===== src/rtl/r_bram_rd_sched_pkg.sv =====
// Shared definitions for the sample-BRAM read scheduler: widths, depth,
// scheduler state encoding and the round-robin pick helper.
package r_bram_rd_sched_pkg;

  localparam int ADDR_WIDTH = 10;   // port-B address is ADDR_WIDTH-1 bits wide
  localparam int BRAM_DEPTH = 512;
  localparam int OCC_WIDTH  = 10;
  localparam int BEAT_WIDTH = 9;

  localparam logic [OCC_WIDTH-1:0] OCC_ONE  = 10'd1;
  localparam logic [OCC_WIDTH-1:0] OCC_FULL = 10'd512;

  typedef enum logic [1:0] {
    ST_IDLE  = 2'd0,
    ST_GRANT = 2'd1,
    ST_BURST = 2'd2
  } sched_state_e;

  // Round-robin pick: ptr holds the consumer served last, so on a tie the
  // other consumer wins. Returns a one-hot grant (or zero when nobody asks).
  function automatic logic [1:0] rr_pick(input logic [1:0] elig, input logic ptr);
    logic [1:0] pick;
    case (elig)
      2'b01:   pick = 2'b01;
      2'b10:   pick = 2'b10;
      2'b11:   pick = ptr ? 2'b01 : 2'b10;
      default: pick = 2'b00;
    endcase
    return pick;
  endfunction

endpackage


===== src/rtl/r_bram_addr.sv =====
// Read-address counter for BRAM port B. Advances once per enabled cycle and
// wraps naturally from DEPTH-1 to 0, so bursts may straddle the wrap.
module r_bram_addr
  import r_bram_rd_sched_pkg::*;
(
  input  logic                  CLK,
  input  logic                  rst,
  input  logic                  en,
  output logic [ADDR_WIDTH-2:0] addr
);

  logic [ADDR_WIDTH-2:0] addr_r;

  // Address register: cleared by reset, incremented on each enabled cycle.
  always_ff @(posedge CLK) begin
    if (rst) begin
      addr_r <= 9'd0;
    end else if (en) begin
      addr_r <= addr_r + 9'd1;
    end
  end

  assign addr = addr_r;

endmodule


===== src/rtl/r_bram_rd_sched.sv =====
// Read-side scheduler for the shared sample BRAM: round-robin arbitration of
// two consumers, fixed-length bursts, occupancy tracking and tagging of the
// returning read data with its owner.
module r_bram_rd_sched
  import r_bram_rd_sched_pkg::*;
#(
  parameter int BURST_LEN  = 16,
  parameter int RD_LATENCY = 1
) (
  input  logic                  CLK,
  input  logic                  rst,
  input  logic                  wr_commit,
  input  logic [1:0]            req,
  output logic [1:0]            gnt,
  output logic                  busy,
  output logic [ADDR_WIDTH-2:0] ADDR_B,
  output logic                  rd_en,
  output logic                  rd_valid,
  output logic                  rd_id,
  output logic                  rd_last,
  output logic [OCC_WIDTH-1:0]  occupancy,
  output logic                  ovf
);

  sched_state_e           state_r, state_s;
  logic [1:0]             gnt_r;
  logic                   busy_r;
  logic                   rd_en_r;
  logic                   id_r;
  logic                   rr_ptr_r;
  logic [BEAT_WIDTH-1:0]  beat_cnt_r;
  logic [OCC_WIDTH-1:0]   occ_r;
  logic                   ovf_r;
  logic [1:0]             elig_s;
  logic [1:0]             pick_s;
  logic                   last_beat_s;
  logic [RD_LATENCY-1:0]  pv_r;
  logic [RD_LATENCY-1:0]  pid_r;
  logic [RD_LATENCY-1:0]  plast_r;

  // Next-state logic: arbitration in IDLE, one grant cycle, then BURST_LEN reads.
  always_comb begin
    state_s     = state_r;
    pick_s      = 2'b00;
    last_beat_s = 1'b0;
    elig_s      = req & {2{occ_r >= OCC_WIDTH'(BURST_LEN)}};
    case (state_r)
      ST_IDLE: begin
        if (elig_s != 2'b00) begin
          state_s = ST_GRANT;
          pick_s  = rr_pick(elig_s, rr_ptr_r);
        end else begin
          state_s = ST_IDLE;
        end
      end
      ST_GRANT: begin
        state_s = ST_BURST;
      end
      ST_BURST: begin
        if (beat_cnt_r == BEAT_WIDTH'(BURST_LEN - 1)) begin
          last_beat_s = 1'b1;
          state_s     = ST_IDLE;
        end else begin
          state_s = ST_BURST;
        end
      end
      default: begin
        state_s = ST_IDLE;
      end
    endcase
  end

  // Scheduler registers; outputs are registered from the next-state decode.
  always_ff @(posedge CLK) begin
    if (rst) begin
      state_r    <= ST_IDLE;
      gnt_r      <= 2'b00;
      busy_r     <= 1'b0;
      rd_en_r    <= 1'b0;
      id_r       <= 1'b0;
      rr_ptr_r   <= 1'b1;
      beat_cnt_r <= 9'd0;
    end else begin
      state_r <= state_s;
      gnt_r   <= pick_s;
      busy_r  <= (state_s != ST_IDLE);
      rd_en_r <= (state_s == ST_BURST);
      if (pick_s != 2'b00) begin
        id_r <= pick_s[1];
      end
      if (state_r == ST_GRANT) begin
        beat_cnt_r <= 9'd0;
      end else if (state_r == ST_BURST) begin
        beat_cnt_r <= beat_cnt_r + 9'd1;
      end
      if (last_beat_s) begin
        rr_ptr_r <= id_r;
      end
    end
  end

  // Occupancy: commits add, reads remove; a commit into a full BRAM flags ovf.
  always_ff @(posedge CLK) begin
    if (rst) begin
      occ_r <= 10'd0;
      ovf_r <= 1'b0;
    end else begin
      case ({wr_commit, rd_en_r})
        2'b10: begin
          if (occ_r == OCC_FULL) begin
            ovf_r <= 1'b1;
          end else begin
            occ_r <= occ_r + OCC_ONE;
          end
        end
        2'b01:   occ_r <= occ_r - OCC_ONE;
        default: occ_r <= occ_r;
      endcase
    end
  end

  // Tag pipe: delays {valid, id, last} to line up with BRAM DOUT.
  always_ff @(posedge CLK) begin
    if (rst) begin
      pv_r    <= '0;
      pid_r   <= '0;
      plast_r <= '0;
    end else begin
      pv_r[0]    <= rd_en_r;
      pid_r[0]   <= rd_en_r & id_r;
      plast_r[0] <= last_beat_s;
      for (int i = 1; i < RD_LATENCY; i++) begin
        pv_r[i]    <= pv_r[i-1];
        pid_r[i]   <= pid_r[i-1];
        plast_r[i] <= plast_r[i-1];
      end
    end
  end

  r_bram_addr u_addr (
    .CLK  (CLK),
    .rst  (rst),
    .en   (rd_en_r),
    .addr (ADDR_B)
  );

  assign gnt       = gnt_r;
  assign busy      = busy_r;
  assign rd_en     = rd_en_r;
  assign rd_valid  = pv_r[RD_LATENCY-1];
  assign rd_id     = pid_r[RD_LATENCY-1];
  assign rd_last   = plast_r[RD_LATENCY-1];
  assign occupancy = occ_r;
  assign ovf       = ovf_r;

endmodule


===== config.mk =====
export PLATFORM = sky130hd
export DESIGN_NAME = r_bram_rd_sched
export DESIGN_NICKNAME = d
export VERILOG_FILES = /design/src/rtl/r_bram_rd_sched_pkg.sv /design/src/rtl/r_bram_addr.sv /design/src/rtl/r_bram_rd_sched.sv
export SDC_FILE = /design/constraint.sdc
export NUM_CORES = 1
export LEC_CHECK = 0
export ABC_AREA = 1
export CELL_PAD_IN_SITES_DETAIL_PLACEMENT = 0
export CELL_PAD_IN_SITES_GLOBAL_PLACEMENT = 1
export CORE_MARGIN = 2
export CORE_UTILIZATION = 41
export CTS_CLUSTER_DIAMETER = 100
export DETAILED_ROUTE_END_ITERATION = 7
export PLACE_DENSITY_LB_ADDON = 0.12
export SYNTH_ARGS = -nofsm -noshare
export SYNTH_HDL_FRONTEND = slang
export SYNTH_HIERARCHICAL = 1
export SYNTH_SLANG_ARGS = --single-unit

===== constraint.sdc =====
create_clock -name CLK -period 4.1 [get_ports CLK]
set_clock_uncertainty 0.15 [all_clocks]
set_input_delay 0.41 -clock CLK [delete_from_list [all_inputs] [get_ports CLK]]
set_output_delay 0.41 -clock CLK [all_outputs]
set_load 0.01 [all_outputs]

Word level (Yosys, flattened, before mapping)

Index checks and enable logic that the tools add are counted.

Flip-flop bits (word level): 40
Input port bits: 5
Output and inout bits: 27
Logic and storage cells: 50

Add/sub/neg operators: 4
$lt $le $gt $ge: 1
Eq/ne operators: 11
Muxes and demuxes: 11
Bitwise logic cells: 2
Reduce and logical (&&, ||, !) cells: 8

Operator list:

| operator                                                                | count |
|---|---|
| 10-bit one-hot mux with 2 select lines                                  | 1 |
| 9-bit by 1-bit adder with 9-bit output (second input constant)          | 2 |
| 2-bit one-hot mux with 3 select lines                                   | 2 |
| 10-bit by 1-bit adder with 10-bit output (second input constant)        | 1 |
| 10-bit equality test (second input constant)                            | 1 |
| 2-bit equality test (second input constant)                             | 5 |
| 10-bit by 5-bit >= comparator with 1-bit output (second input constant) | 1 |
| 10-bit two-way mux                                                      | 1 |
| 10-bit by 1-bit subtractor with 10-bit output (second input constant)   | 1 |
| 9-bit by 4-bit equality test with 1-bit output (second input constant)  | 1 |
| 2-bit two-way mux                                                       | 4 |
| 2-bit nonzero test                                                      | 4 |
| 2-bit by 1-bit equality test with 1-bit output (second input constant)  | 3 |
| 2-bit AND reduction                                                     | 2 |
| 1-bit two-way mux                                                       | 3 |
| 2-bit bitwise AND                                                       | 1 |
| 2-bit zero test                                                         | 1 |
| 2-bit != test (second input constant)                                   | 1 |
| 2-bit OR reduction                                                      | 1 |
| 1-bit bitwise AND                                                       | 1 |

Depth between registers and ports, before layout

Depth in word-level cells: 7
Gate-level depth with buffers: 19
Depth with buffers taken out: 18

Modules after synthesis

Netlist, hierarchy kept.

By module, submodules not included:

| module          | instances | cells an instance | area an instance (µm²) | sequential area each (µm²) |
|---|---|---|---|---|
| r_bram_rd_sched | 1         | 235               | 1597.8                 | 620.6 |
| r_bram_addr     | 1         | 59                | 436.7                  | 180.2 |

Least setup slack after synthesis

Ideal clock, no wire load.

Kind: reg2reg
Start point: register rd_en_r, in the netlist rd_en
End point: register occ_r[9], in the netlist occupancy[9]
Setup time: 115 ps
Data arrival time: 1816 ps
Required time: 3835 ps
Setup slack: 2019 ps
Cell stages (with the launch flop): 12
Buffers on the path: 0
Period minus slack after synthesis: 2081 ps
Cells stage by stage: dfxtp_1 inv_1 nor2_4 ha_1 inv_1 o21ai_0 nand2_1 nand3_2 nand2_2 nand3_1 a21oi_1 nor2_1

Longest elaborated chain between the ends: 3
Elaborated cells on any way between the ends: 6
Those cells by class: eq/ne (3); mux (1); reduce/logical (2)

RTL lines:

| item                                                                                  | RTL line               | RTL |
|---|---|---|
| start, declared                                                                       | r_bram_rd_sched.sv:28  | `logic rd_en_r;` |
| start signal, assigned                                                                | r_bram_rd_sched.sv:87  | `rd_en_r <= (state_s == ST_BURST);` |
| 2-bit equality test or 2-bit by 1-bit equality test with 1-bit output (tied branches) | r_bram_rd_sched.sv:108 | `case ({wr_commit, rd_en_r})` |
| 2-bit != test (no line) or 2-bit nonzero test (tied branches)                         | --                     |  |
| 2-bit AND reduction (no line)                                                         | --                     |  |
| end signal, assigned                                                                  | r_bram_rd_sched.sv:113 | `occ_r <= occ_r + OCC_ONE;` |
| end signal, assigned                                                                  | r_bram_rd_sched.sv:116 | `2'b01: occ_r <= occ_r - OCC_ONE;` |
| end signal, assigned                                                                  | r_bram_rd_sched.sv:117 | `default: occ_r <= occ_r;` |
| end, declared                                                                         | r_bram_rd_sched.sv:32  | `logic [OCC_WIDTH-1:0] occ_r;` |

Several ways; a longest one is shown, not always the timed one.
A chain may end at the register's enable or synchronous reset.

Worst setup path after layout

Start point: register rd_en_r, in the netlist rd_en
End point: register occ_r[7], in the netlist occupancy[7]

The elaborated chain is that of the path after synthesis.

==> reports/qor.yml <==
timing:
  finalCritPeriodShare: 0.607
  slew_headroom: 0.609
  finalSetupViolations: 0
  finalHoldViolations: 0
  worst_pin_slew_ns: 0.584
  min_period_ns: 2.49
  rsz0062_at_grt: "no"
  fin_tns_setup_ns: 0
  clock.fmax_mhz: 402
  slew_viol_final: 0
logic_synthesis:
  synthTopCellsByArea: "dfxtp_1 (39%), nand2_1 (11%), inv_1 (8.5%)"
  async_flop_share: 0
  ys_ff_latch: 40
  synth_warnings: 6
  synthDistinctLibCells: 27
  ys_seq_area_frac: 0.394
  synth_edf_count: 0
  synth_top_area_cell: "dfxtp_1"
  synth.avg_cell_area_um2: 6.92
  synth_nets: 303
  yosysMostFrequentCell: "nand2_1"
  synth.top_cell.area_share: 0.394
  syn-instance-count: 294
  synthFlopType: "dfxtp_1"
  syn_area_um2: 2030
  synth_common_cells: "nand2_1 (57), inv_1 (46), dfxtp_1 (40), nor2_1 (40), o21ai_0 (21)"
placement:
  dp_hpwl_um: 3240
  placed_cell_area_um2: 2410
  gp_congestion: 0.874
  numPortBuffers: 31
floorplanning:
  die_w_um: 74.4
  num_rows: 25
  ios: 32
  fp.dieH_um: 74.4
  start_util: 0.428
  core_um2: 4750
  die_area_um2: 5540
layout:
  layout-drive-gt1-share: 0.0818
  finish.instance_area_um2: 2530
  area_growth_pct: 24.2
  insertedDiodeCount: 0
  nets: 338
clock_tree:
  clkLatencyLatePin_ns: 0.29
  cts_made_buffers: 5
  cts-root-buf: "clkbuf_8"
  cts_hold_buf: 0
  cts_buffer_depth: 2
  postCtsSetupBuffers: 0
  cts_tree: "built"
  ctsResizeCount: 0
  h-tree-depth: 2
  clock-sinks: 40
  path_clk_slew_ns: 0.08
run_status:
  status: "completed"
global_routing:
  grt-ovfl-total: 0
  grt_usage: 0.177
  antenna_found_initial: 0
  grt_max_degree: 17
  grt_first_pass_wirelength_um: 7600
  grt_pass1_vias: 1696
route:
  wl_um: 4370
  first_pass_iters: 4
  vias_per_cell: 4.61
  drc: 0
  drt.antenna.violating_nets: 0
  vias: 1832
  drtIter0Drc: 69
  wl_per_cell_um: 11.0
worst_setup_path:
  cp-start-kind: "flop"
  crit_type: "reg2reg"
  end_kind: "flop"
  crit_fanout: 14
  cp.arrival_ns: 2.53
  required_ns: 4.14
power_and_ir_drop:
  cellPowerDensity_nw_per_um2: 471
  leakagePower_nw: 1.11
  ir_drop_mv: 0.246
run:
  drv_cap: 0
hold_path:
  min_path_type: "reg2reg"
-- path summary, 6_finish.rpt --
path	from	endpoint	slack [ns]	cells after the start
worst max-delay path	rd_en	occupancy[7]	1.61	12
worst min-delay path	id_r	id_r	0.32	2
worst max register to register	rd_en	occupancy[7]	1.61	12
worst min register to register	id_r	id_r	0.32	2
-- critical path, stage by stage, from the launching register on --
cell	delay, ns
dfxtp_1	0.64
inv_1	0.22
nor2_4	0.22
ha_1	0.19
inv_1	0.06
o21ai_0	0.28
nand2_1	0.11
nand3_2	0.12
nand2_1	0.08
nand3_1	0.07
nand2_1	0.06
o21bai_1	0.14
inv_1	0.05
-- registers in the layout (all words and copies together) (netlist names) --
| signal | count |
|---|---|
| id_r | 1 |
| rd_last | 1 |
| rd_valid | 1 |
| state_r | 2 |
| u_addr/addr | 9 |
| beat_cnt_r | 9 |
| busy | 1 |
| rd_id | 1 |
| ovf | 1 |
| gnt | 2 |
| rr_ptr_r | 1 |
| rd_en | 1 |
| occupancy | 10 |
-- power by group --
group	switching, mW	leakage, nW	internal (mW)
registers	0.0569	0.326	0.439
clock network	0.152	0.0583	0.183
logic	0.206	0.727	0.154
-- per-layer routing --
layer	track usage	vias to the layer above	part of all wire
li1	-	1008	-
met1	0.262	787	0.53
met2	0.255	32	0.41
met5	0	-	0
met3	0.0366	5	0.039
met4	0.0635	0	0.013
-- layout by cell type, fill, tap and decap left out --
master,synthesis,layout
nand2_1,57,57
nand3_2,3,3
nor3b_1,2,2
o211ai_1,2,2
dfxtp_1,40,40
nand2_2,6,6
o21ai_0,21,21
clkinv_4,0,2
nor2_4,3,3
nand2_4,1,1
xnor2_1,2,2
nor2_1,40,40
o21bai_1,2,2
bufinv_16,0,1
nand3_1,19,19
o21a_1,2,2
xor2_1,4,4
clkbuf_8,0,5
nor2_2,2,2
clkdlybuf4s50_1,0,31
a211oi_1,2,2
ha_1,4,4
a41o_2,1,1
nor3_1,6,6
inv_1,46,46
a21oi_1,18,18
nand4_1,4,4
a21boi_0,1,1
inv_2,3,3
-- final cells by class --
cell class | instances | area [µm²]
fill | 512 | 2230
sequential | 40 | 801
clock inverter | 3 | 47.5
inverter | 49 | 184
tap | 67 | 83.8
multi-input combinational | 202 | 1030
timing repair buffer | 31 | 310
clock buffer | 5 | 68.8
-- logic make-up after synthesis --
| kind of cell | Yosys count | share of synthesized area |
|---|---|---|
| AO/OA/AOI/OAI | 49 | 0.135 |
| adder cells (fa/ha/maj) | 4 | 0.0246 |
| XOR/XNOR | 6 | 0.0258 |
| AND/OR/NAND/NOR | 143 | 0.322 |
| buffers and inverters | 52 | 0.0996 |
| flip-flops | 40 | 0.394 |
-- through the flow --
stage / setup WS (ns) / instances / total power [mW] / utilization / hold WS [ns]
after CTS: 1.61 / 397 / 1.20 / 0.531 / 0.320
after detailed placement: 1.41 / 389 / 0.865 / 0.507 / 0.306
after global routing: 1.35 / 397 / 1.28 / 0.531 / 0.335
final: 1.61 / 397 / 1.19 / 0.531 / 0.319
after global placement: 1.46 / 389 / 0.866 / 0.507 / 0.296
after floorplan: 2.02 / 294 / 0.727 / - / 0.286
(Power assumes the default switching activity.)
